## src/rtl/note_seq_pkg.sv

```systemverilog
// Shared definitions for the note sequencer.
//
// Contents:
//   NOTE_W, OCT_W, BEATS_W, EVENT_W   event field widths
//   FREQ_W                            width of the integer frequency output
//   REST_NOTE                         note code that means silence
//   state_e                           sequencer FSM states
//   note_event_t                      one queued event {note, octave, beats}
//   baseX100()                        octave-3 pitch table in centi-Hz
//   noteFreq()                        integer Hz for a note/octave pair
package note_seq_pkg;

    localparam int NOTE_W  = 4;
    localparam int OCT_W   = 2;
    localparam int BEATS_W = 4;
    localparam int EVENT_W = NOTE_W + OCT_W + BEATS_W;
    localparam int FREQ_W  = 20;

    localparam logic [NOTE_W-1:0] REST_NOTE = 4'd15;

    typedef enum logic [1:0] {
        IDLE,
        LOAD,
        PLAY,
        GAP
    } state_e;

    typedef struct packed {
        logic [NOTE_W-1:0]  note;
        logic [OCT_W-1:0]   octave;
        logic [BEATS_W-1:0] beats;
    } note_event_t;

    // Octave-3 pitches scaled by 100. Codes 12..14 alias C, C#, D, and the
    // rest code falls to zero so a rest naturally yields 0 Hz.
    function automatic logic [14:0] baseX100(input logic [NOTE_W-1:0] note);
        logic [14:0] base;
        case (note)
            4'd0,  4'd12: base = 15'd13081;
            4'd1,  4'd13: base = 15'd13859;
            4'd2,  4'd14: base = 15'd14683;
            4'd3:         base = 15'd15556;
            4'd4:         base = 15'd16481;
            4'd5:         base = 15'd17461;
            4'd6:         base = 15'd18500;
            4'd7:         base = 15'd19600;
            4'd8:         base = 15'd20765;
            4'd9:         base = 15'd22000;
            4'd10:        base = 15'd23308;
            4'd11:        base = 15'd24694;
            default:      base = 15'd0;
        endcase
        return base;
    endfunction

    // Shift up by the octave offset first, then divide, so the result is the
    // floor of the exact scaled pitch (largest case 24694*8/100 = 1975).
    function automatic logic [FREQ_W-1:0] noteFreq(input logic [NOTE_W-1:0] note,
                                                   input logic [OCT_W-1:0]  octave);
        logic [17:0] scaled;
        scaled = {3'b000, baseX100(note)} << octave;
        return FREQ_W'(scaled / 18'd100);
    endfunction

endpackage

```

## src/rtl/note_fifo.sv

```systemverilog
// First-word-fall-through event queue for the note sequencer.
//
// Ports:
//   clk      rising-edge clock
//   rst_n    asynchronous active-low reset, empties the queue
//   flush_i  synchronous clear; wins over push and pop in the same cycle
//   push_i   write data_i when not full
//   data_i   event to store
//   pop_i    discard the head entry when not empty
//   data_o   head entry, valid whenever empty_o is low
//   empty_o  no entries stored
//   full_o   DEPTH entries stored
module note_fifo
    import note_seq_pkg::*;
#(
    parameter int DEPTH = 4,
    parameter int WIDTH = EVENT_W
) (
    input  logic             clk,
    input  logic             rst_n,
    input  logic             flush_i,
    input  logic             push_i,
    input  logic [WIDTH-1:0] data_i,
    input  logic             pop_i,
    output logic [WIDTH-1:0] data_o,
    output logic             empty_o,
    output logic             full_o
);

    localparam int PTR_W = $clog2(DEPTH);

    logic [WIDTH-1:0] mem_q [DEPTH];
    logic [PTR_W-1:0] wrPtr_q;
    logic [PTR_W-1:0] rdPtr_q;
    logic [PTR_W:0]   count_q;
    logic             doPush;
    logic             doPop;

    // Occupancy flags come straight from the registered count, so an entry
    // written this cycle is only visible to the reader from the next cycle.
    always_comb begin
        empty_o = (count_q == '0);
        full_o  = (count_q == (PTR_W+1)'(DEPTH));
        doPush  = push_i && !full_o && !flush_i;
        doPop   = pop_i && !empty_o && !flush_i;
        data_o  = mem_q[rdPtr_q];
    end

    // Pointer and count bookkeeping. DEPTH is a power of two, so the
    // pointers simply wrap; a simultaneous push and pop leaves the count alone.
    always_ff @(posedge clk or negedge rst_n) begin
        if (!rst_n) begin
            wrPtr_q <= '0;
            rdPtr_q <= '0;
            count_q <= '0;
        end else if (flush_i) begin
            wrPtr_q <= '0;
            rdPtr_q <= '0;
            count_q <= '0;
        end else begin
            if (doPush) begin
                wrPtr_q <= wrPtr_q + PTR_W'(1);
            end
            if (doPop) begin
                rdPtr_q <= rdPtr_q + PTR_W'(1);
            end
            case ({doPush, doPop})
                2'b10:   count_q <= count_q + (PTR_W+1)'(1);
                2'b01:   count_q <= count_q - (PTR_W+1)'(1);
                default: count_q <= count_q;
            endcase
        end
    end

    // Storage needs no reset: an entry is only ever read after it was written.
    always_ff @(posedge clk) begin
        if (doPush) begin
            mem_q[wrPtr_q] <= data_i;
        end
    end

endmodule

```

## src/rtl/note_sequencer.sv

```systemverilog
// Queued square-wave note player.
//
// Events {note, octave, beats} are queued through a valid/ready port and
// played one after another: each event sounds a square wave at its pitch for
// beats*TICKS_PER_BEAT enabled cycles, optionally followed by GAP_TICKS
// silent cycles.
//
// Ports:
//   clk        rising-edge clock
//   rst_n      asynchronous active-low reset
//   in_valid   event offered
//   in_ready   queue not full
//   in_note    semitone 0..11 (12..14 alias 0..2, 15 = rest)
//   in_octave  octave offset above octave 3
//   in_beats   duration in beats, 0 discards the event
//   enable     low freezes playback; enqueueing continues
//   flush      synchronous clear of queue and current event
//   tone_out   square wave, low when silent
//   cur_freq   integer Hz of the sounding event, 0 when silent
//   busy       FSM not in IDLE
//   note_done  one-cycle pulse when an event completes or is discarded
module note_sequencer
    import note_seq_pkg::*;
#(
    parameter int CLK_HZ         = 50_000_000,
    parameter int TICKS_PER_BEAT = 12_500_000,
    parameter int GAP_TICKS      = 0,
    parameter int FIFO_DEPTH     = 4
) (
    input  logic               clk,
    input  logic               rst_n,
    input  logic               in_valid,
    output logic               in_ready,
    input  logic [NOTE_W-1:0]  in_note,
    input  logic [OCT_W-1:0]   in_octave,
    input  logic [BEATS_W-1:0] in_beats,
    input  logic               enable,
    input  logic               flush,
    output logic               tone_out,
    output logic [FREQ_W-1:0]  cur_freq,
    output logic               busy,
    output logic               note_done
);

    localparam int ACC_W  = 27;
    localparam int TICK_W = 24;
    localparam int GAP_W  = 32;

    localparam logic [ACC_W-1:0]  CLK_HZ_C  = ACC_W'(CLK_HZ);
    localparam logic [TICK_W-1:0] TICK_LAST = TICK_W'(TICKS_PER_BEAT - 1);
    localparam logic [GAP_W-1:0]  GAP_LAST  = GAP_W'(GAP_TICKS - 1);
    localparam bit                HAS_GAP   = (GAP_TICKS > 0);

    state_e             state_q;
    logic [BEATS_W-1:0] beatCnt_q;
    logic [TICK_W-1:0]  tickCnt_q;
    logic [GAP_W-1:0]   gapCnt_q;
    logic [ACC_W-1:0]   acc_q;
    logic               tone_q;
    logic [FREQ_W-1:0]  freq_q;
    logic               isRest_q;
    logic               done_q;

    note_event_t        pushEvent;
    note_event_t        headEvent;
    logic [EVENT_W-1:0] fifoData;
    logic               fifoEmpty;
    logic               fifoFull;
    logic               fifoPush;
    logic               fifoPop;

    logic [ACC_W-1:0]   accSum_d;
    logic               accWrap_d;
    logic               playLast_d;

    // Queue handshake. A push coinciding with flush is dropped, and the head
    // event is consumed only in an enabled LOAD cycle.
    always_comb begin
        pushEvent = '{note: in_note, octave: in_octave, beats: in_beats};
        headEvent = fifoData;
        fifoPush  = in_valid && !fifoFull && !flush;
        fifoPop   = (state_q == LOAD) && enable && !flush;
    end

    note_fifo #(
        .DEPTH (FIFO_DEPTH),
        .WIDTH (EVENT_W)
    ) u_fifo (
        .clk     (clk),
        .rst_n   (rst_n),
        .flush_i (flush),
        .push_i  (fifoPush),
        .data_i  (pushEvent),
        .pop_i   (fifoPop),
        .data_o  (fifoData),
        .empty_o (fifoEmpty),
        .full_o  (fifoFull)
    );

    // Phase accumulator step. Adding twice the frequency per cycle and
    // wrapping at CLK_HZ gives one half-period per wrap, i.e. one toggle.
    // The counters run down to zero, so the last PLAY cycle is the one where
    // both the tick and the beat counter have reached zero.
    always_comb begin
        accSum_d   = acc_q + ACC_W'({freq_q, 1'b0});
        accWrap_d  = (accSum_d >= CLK_HZ_C);
        playLast_d = (tickCnt_q == '0) && (beatCnt_q == '0);
    end

    // Sequencer FSM with registered outputs. flush overrides everything and
    // never produces a note_done; with enable low every register holds.
    always_ff @(posedge clk or negedge rst_n) begin
        if (!rst_n) begin
            state_q   <= IDLE;
            beatCnt_q <= '0;
            tickCnt_q <= '0;
            gapCnt_q  <= '0;
            acc_q     <= '0;
            tone_q    <= 1'b0;
            freq_q    <= '0;
            isRest_q  <= 1'b0;
            done_q    <= 1'b0;
        end else if (flush) begin
            state_q   <= IDLE;
            beatCnt_q <= '0;
            tickCnt_q <= '0;
            gapCnt_q  <= '0;
            acc_q     <= '0;
            tone_q    <= 1'b0;
            freq_q    <= '0;
            isRest_q  <= 1'b0;
            done_q    <= 1'b0;
        end else begin
            done_q <= 1'b0;
            if (enable) begin
                unique case (state_q)
                    IDLE: begin
                        if (!fifoEmpty) begin
                            state_q <= LOAD;
                        end
                    end
                    LOAD: begin
                        acc_q     <= '0;
                        tone_q    <= 1'b0;
                        isRest_q  <= (headEvent.note == REST_NOTE);
                        beatCnt_q <= headEvent.beats - BEATS_W'(1);
                        tickCnt_q <= TICK_LAST;
                        if (headEvent.beats == '0) begin
                            // Zero-length event: report it and skip playback.
                            freq_q <= '0;
                            done_q <= 1'b1;
                            if (HAS_GAP) begin
                                state_q  <= GAP;
                                gapCnt_q <= GAP_LAST;
                            end else begin
                                state_q <= IDLE;
                            end
                        end else begin
                            freq_q  <= noteFreq(headEvent.note, headEvent.octave);
                            state_q <= PLAY;
                        end
                    end
                    PLAY: begin
                        if (playLast_d) begin
                            done_q <= 1'b1;
                            tone_q <= 1'b0;
                            freq_q <= '0;
                            acc_q  <= '0;
                            if (HAS_GAP) begin
                                state_q  <= GAP;
                                gapCnt_q <= GAP_LAST;
                            end else begin
                                state_q <= IDLE;
                            end
                        end else begin
                            if (tickCnt_q == '0) begin
                                beatCnt_q <= beatCnt_q - BEATS_W'(1);
                                tickCnt_q <= TICK_LAST;
                            end else begin
                                tickCnt_q <= tickCnt_q - TICK_W'(1);
                            end
                            // A rest keeps the accumulator parked and the output low.
                            if (!isRest_q) begin
                                if (accWrap_d) begin
                                    acc_q  <= accSum_d - CLK_HZ_C;
                                    tone_q <= ~tone_q;
                                end else begin
                                    acc_q <= accSum_d;
                                end
                            end
                        end
                    end
                    GAP: begin
                        if (gapCnt_q == '0) begin
                            state_q <= IDLE;
                        end else begin
                            gapCnt_q <= gapCnt_q - GAP_W'(1);
                        end
                    end
                    default: begin
                        state_q <= IDLE;
                    end
                endcase
            end
        end
    end

    // Output ports are direct views of registers.
    always_comb begin
        in_ready  = !fifoFull;
        tone_out  = tone_q;
        cur_freq  = freq_q;
        busy      = (state_q != IDLE);
        note_done = done_q;
    end

endmodule

```

## config.mk

```make
export PLATFORM = sky130hd
export DESIGN_NAME = note_sequencer
export DESIGN_NICKNAME = d
export VERILOG_FILES = /design/src/rtl/note_seq_pkg.sv /design/src/rtl/note_fifo.sv /design/src/rtl/note_sequencer.sv
export SDC_FILE = /design/constraint.sdc
export NUM_CORES = 1
export LEC_CHECK = 0
export ABC_AREA = 1
export BUFFER_PORTS_ARGS = -buffer_cell sky130_fd_sc_hd__buf_2
export CAP_MARGIN = 10
export CORE_AREA = 2 2 150 167
export DETAILED_ROUTE_END_ITERATION = 6
export DIE_AREA = 0 0 152 169
export GPL_TIMING_DRIVEN = 0
export PLACE_DENSITY_LB_ADDON = 0.08
export SLEW_MARGIN = 30
export SYNTH_ARGS = -nofsm -noshare
export SYNTH_HDL_FRONTEND = slang
export SYNTH_SLANG_ARGS = --single-unit
```

## constraint.sdc

```tcl
create_clock -name clk -period 7.6 [get_ports clk]
set_input_delay 0.38 -clock clk [delete_from_list [all_inputs] [get_ports clk]]
set_output_delay 0.38 -clock clk [all_outputs]
set_load 0.005 [all_outputs]
```

After elaboration in Yosys (flattened, before gate mapping)
Memory sizes are Yosys's and may differ from the RTL's.
Cells that the tools add are included.
{"block": "word_totals", "ram_bits": 40, "mem_count": 2, "regBits": 119, "input_bits": 15, "mem_bits_ro": 240}
{"block": "classes", "mux": 58, "n_reduce_logical": 34, "n_bitwise": 1, "magnitude_cmp": 1, "n_eq_ne": 15, "n_div": 1, "n_addsub": 10, "shifts": 1}
{"name": "(name not given)", "words": 16, "width": 15, "read_ports": 1, "rd_ports_with_merged_regs": 0, "write_ports": 0, "line": "note_seq_pkg.sv:38", "text": "case (note)"}
{"name": "u_fifo.mem_q", "words": 4, "width": 10, "read_ports": 1, "rd_ports_with_merged_regs": 0, "write_ports": 1, "line": "note_fifo.sv:32", "text": "logic [WIDTH-1:0] mem_q [DEPTH];"}
{"cell": "27-bit two-way mux", "n": 5}
{"cell": "32-bit two-way mux", "n": 4}
{"cell": "24-bit two-way mux", "n": 4}
{"cell": "20-bit two-way mux", "n": 4}
{"cell": "15-bit two-way mux", "n": 4}
{"cell": "27-bit case mux with 2 select lines", "n": 1}
{"cell": "24-bit case mux with 2 select lines", "n": 1}
{"cell": "20-bit case mux with 2 select lines", "n": 1}
{"cell": "32-bit logical NOT", "n": 1}
{"cell": "32-bit by 1-bit subtractor with 32-bit output, second input constant", "n": 1}
{"cell": "27-bit by 21-bit adder with 27-bit output", "n": 1}
{"cell": "27-bit by 26-bit greater-or-equal comparator with 1-bit output, second input constant", "n": 1}
{"cell": "27-bit by 26-bit subtractor with 27-bit output, second input constant", "n": 1}
{"cell": "24-bit logical NOT", "n": 1}
{"cell": "24-bit by 1-bit subtractor with 24-bit output, second input constant", "n": 1}
{"cell": "18-bit by 7-bit divider with 20-bit output, second input constant", "n": 1}
{"cell": "2-bit two-way mux", "n": 10}
{"cell": "15-bit by 2-bit left shift with 18-bit output", "n": 1}
{"cell": "4-bit two-way mux", "n": 4}
{"cell": "3-bit inequality test, second input constant", "n": 5}
{"cell": "1-bit two-way mux", "n": 14}
{"cell": "3-bit AND reduction", "n": 4}
{"cell": "4-bit AND reduction", "n": 3}
{"cell": "2-bit nonzero test", "n": 6}
{"cell": "23 further kinds", "n": 42}

Depth between registers and ports, before layout
An unclocked memory read counts as a cell.
{"block": "depth", "word_depth": 12, "ltp_mapped": 77}

Cells and area by module
Synthesis repeated with hierarchy kept, for this count alone.
{"block": "hier_totals", "cells_unflattened": 1583, "hier_area_um2": 11362.1}
{"module": "note_sequencer", "seq_area_each_um2": 2577.5, "area_each_um2": 9395.3, "n_inst": 1, "cells_per_inst": 1420}
{"module": "note_fifo", "seq_area_each_um2": 1376.3, "area_each_um2": 1966.9, "n_inst": 1, "cells_per_inst": 163}

Worst setup path before layout
No wires, ideal clock.
{"block": "synth_timing", "kind": "flip-flop to flip-flop", "start": "register u_fifo.rdPtr_q[0]", "end": "register freq_q[0], in the netlist cur_freq[0]", "n_path_buf": 3, "t_arrival_ns": 6.706, "path_slack_ns": 0.778, "t_required_ns": 7.483, "period_less_slack_ns": 6.822, "stages_incl_launch_ff": 67, "setup_time_ns": 0.117, "cell_sequence": "dfrtp_1 > inv_2 > buf_6 > nand2_2 > nand3_2 > nand2_4 > buf_8 > clkbuf_1 > ha_1 > nand2_1 > nand2_2 > nand2_1 > nand2_2 > a21oi_1 > nand3_2 > nand2_4 > nand3_1 > nand2_2 > [31 not listed] > nand2_4 > nor2_4 > nand2_4 > nand3_2 > nand2_2 > nand3_4 > nand2_4 > nand2_4 > nand2_2 > nand4_2 > nand2_2 > nand2_1 > nand2_1 > nand2_1 > nor2_2 > nand2_1 > nand2_1 > nand2_1"}
{"block": "synth_via", "elab_chain_len": 12, "word_cells_on_any_way": 13, "classes_between": "1 x div; 1 x shift; 8 x mux; 1 x reduce/logical; 2 x memory"}
{"item": "start: declaration", "line": "note_fifo.sv:34", "text": "logic [PTR_W-1:0] rdPtr_q;"}
{"item": "start signal: assignment", "line": "note_fifo.sv:65", "text": "rdPtr_q <= rdPtr_q + PTR_W'(1);"}
{"item": "memory 4 x 10 bit *"}
{"item": "memory 16 x 15 bit"}
{"item": "15-bit two-way mux", "line": "note_sequencer.sv:148", "text": "if (headEvent.beats == '0) begin"}
{"item": "15-bit two-way mux", "line": "note_sequencer.sv:136", "text": "unique case (state_q)"}
{"item": "15-bit two-way mux", "line": "note_sequencer.sv:135", "text": "if (enable) begin"}
{"item": "15-bit two-way mux", "line": "note_sequencer.sv:123", "text": "end else if (flush) begin"}
{"item": "15-bit by 2-bit left shift with 18-bit output", "line": "note_seq_pkg.sv:61", "text": "scaled = {3'b000, baseX100(note)} << octave;"}
{"item": "18-bit by 7-bit divider with 20-bit output", "line": "note_seq_pkg.sv:62", "text": "return FREQ_W'(scaled / 18'd100);"}
{"item": "20-bit two-way mux *", "line": "note_sequencer.sv:148"}
{"item": "20-bit case mux with 2 select lines *", "line": "note_sequencer.sv:136"}
{"item": "20-bit two-way mux *", "line": "note_sequencer.sv:135"}
{"item": "20-bit two-way mux *", "line": "note_sequencer.sv:123"}
{"item": "end signal: assignment", "line": "note_sequencer.sv:159", "text": "freq_q <= noteFreq(headEvent.note, headEvent.octave);"}
{"item": "end: declaration", "line": "note_sequencer.sv:60", "text": "logic [FREQ_W-1:0] freq_q;"}
Mark *: on every way between the ends. The rest lies on a longest branch, timed or not. The select of a mux whose other input is x is not followed.
A chain may end at the register's enable or synchronous reset.

Worst setup path after layout
Same ends and word-level chain as after synthesis.

==> metrics.yaml <==
synth:
  synthCells: 1587
  async_flop_share: 0.7333
  synth_flop_cell: "dfrtp_1"
  yosys.area.top_type: "dfrtp_1"
  synth_common_cells: "310 x nand2_1, 194 x inv_1, 147 x nor2_1, 127 x nand3_1, 110 x dfrtp_1"
  synth_area_leaders: "dfrtp_1 23%, edfxtp_1 10%, nand2_1 9.8%, inv_1 6.1%, nand3_1 5.4%"
  syn_area_sq_um: 11860
  syn_avg_cell_area_sq_um: 7.470
  synth_top_area_frac: 0.2322
  synth_warnings: 0
  yosysUniqueCellTypes: 71
  synth-seq-cells: 150
  synth_edf_count: 40
  yosysMostFrequentCell: "nand2_1"
  ys_seq_area_frac: 0.3335
min_path:
  hp-class: "in2reg"
routing:
  top_layer: "met4"
  drc: 0
  firstDrtPassIters: 5
  met3WireLength_microns: 764
  drtAntennaViolNets: 0
  wl_met1_mm: 13.11
  avgRoutedWirePerCell_microns: 14.07
  wirelength_mm: 28.61
  met2_length_mm: 14.45
  drt_iter0_drc: 491
  vias: 10659
  vias_per_cell: 5.240
setup_path:
  criticalPathCategory: "reg2reg"
  path_max_fanout: 10
  worst-endpoint-arrival_ns: 7.66
  crit_slowest_cell: "dfrtp_2"
  cpPeakStageDelay_ns: 0.48
  crit_path_start_kind: "register"
  critPathTopFamily: "simple AND/OR/NAND/NOR gates"
  worstPathRequired_ns: 7.90
  crit_top_cell: "nand2_4"
  cp-end-kind: "register"
  cp_num_buf_inv: 7
finish:
  area_delta_synth_final_pct: 20.94
  design_area_sq_um: 14340
  antennaDiodeCount: 0
  fillCellCount: 2184
  multiInputGateArea_sq_um: 7495
  seq_area_sq_um: 3955
  nets: 1764
  drive_gt1_frac: 0.2471
timing:
  period_share: 0.9679
  rsz0062_at_grt: "true"
  finalSetupViolations: 0
  worstMarginPinSlew_ns: 0.9487
  fmax_mhz: 135.9
  period_minus_slack_ns: 7.356
  relSlewSlack: 0.3652
  hold_violations: 0
  clock-skew-final_ns: 0.01662
  drv_slew: 0
die:
  dieArea_sq_um: 25690
  ioPinCount: 39
  placementRows: 60
  die_w_microns: 152
  dieHeight_microns: 169
  start_util: 0.4920
  core_area_sq_um: 24100
cts:
  cts.sink_count: 150
  cts_root_buf: "clkbuf_16"
  cts_tree: "yes"
  cts_buffers: 17
  clk_latency_ns: 0.43
  clkTransAtPathRegs_ns: 0.08
  htreeDepth: 4
  cts_max_path_buffers: 2
global_routing:
  gr-usage-all-layers: 0.2161
  grt_remaining_overflow: 0
  grt_first_pass_wirelength_mm: 47.05
  grt_max_degree: 61
  grt_antenna_before_repair: 0
  grt_pass1_vias: 9934
job:
  drv_cap: 0
place:
  gp_congestion: 0.8967
  port_buffers: 30
  hpwl_mm: 20.26
  place_area_sq_um: 12460
run_status:
  status: "finished clean"
kinds of logic after synthesis:
kind of cell	synth area share
AOI/OAI and AO/OA	0.1327
xor gates and xnor gates	0.04053
adders and majority gates	0.04137
buffers and inverters	0.09615
DFF	0.3335
other	0.0003163
and+or+nand+nor	0.3555
repair_timing:
item                                    in CTS  in global routing
setup buffers                                8                 54
gates resized for setup                     26                138
endpoints found under the setup margin       2                  3
pin swaps                                    8                 80
hold buffers                                 1                  0
gates cloned                                 1                  3
endpoints found under the hold margin       50                  0
per-stage QoR:
step | instances | TNS (ns) | setup slack (ns) | hold slack [ns] | utilization
after global routing | 2034 | -0.4629 | -0.3160 | 0.1523 | 0.5950
after detailed placement | 1935 | -0.7303 | -0.4708 | 0.3234 | 0.5170
final | 2034 | 0 | 0.2442 | 0.1638 | 0.5950
after floorplan | 1594 | 0 | 0.7776 | 0.08441 | -
after CTS | 1977 | 0 | 0.006503 | 0.1495 | 0.5503
after global placement | 1934 | -0.6584 | -0.4404 | 0.4777 | 0.5154
flip-flops by register name, summed over array words and instances (netlist names), 3 cells and up:
name / count
u_fifo.mem_q: 40
gapCnt_q: 32
acc_q: 26
tickCnt_q: 24
cur_freq: 12
beatCnt_q: 4
u_fifo.count_q: 3
area by class of cell:
type                    count  area share
clock buffers              18     0.03002
well taps                 310     0.02705
inverters                 211     0.05699
flip-flops and latches    150      0.2759
plain buffers              46     0.02435
multi-input cells        1189      0.5227
repair buffers             96     0.05035
clock inverters            14     0.01265
placed cells by master, fill, tap and decap left out, types with 31 or more instances in the layout:
cell / Yosys / layout
nand2_1: 310 / 273
buf_2: 1 / 31
buf_4: 10 / 68
nand3_2: 26 / 38
dfrtp_1: 110 / 109
nor2_1: 147 / 142
nor3_1: 33 / 32
nand2_2: 58 / 69
nand4_1: 33 / 33
o21ai_0: 108 / 104
a21oi_1: 73 / 71
inv_1: 194 / 185
xor2_1: 46 / 45
nand2_4: 38 / 58
edfxtp_1: 40 / 40
nand3_1: 127 / 107
worst paths after layout:
path | from | endpoint | slack, ns | cells after the start
setup / recovery | u_fifo.rdPtr_q[0] | cur_freq[0] | 0.24 | 70
min in group asynchronous | rst_n | cur_freq[8] | 0.47 | 2
hold / removal | in_note[3] | u_fifo.mem_q[2][9] | 0.16 | 1
max in group asynchronous | rst_n | u_fifo.rdPtr_q[0] | 6.47 | 3
hold reg to reg | gapCnt_q[12] | gapCnt_q[12] | 0.49 | 1
setup reg to reg | u_fifo.rdPtr_q[0] | cur_freq[0] | 0.24 | 70
layer usage:
layer	track usage	vias up
met5	0	-
met4	0.04429	0
met3	0.02765	19
met2	0.3862	137
met1	0.2818	5002
li1	-	5501
Power is not shown: default switching activity piles up to over one toggle a cycle in this logic, so the estimate is an artifact.
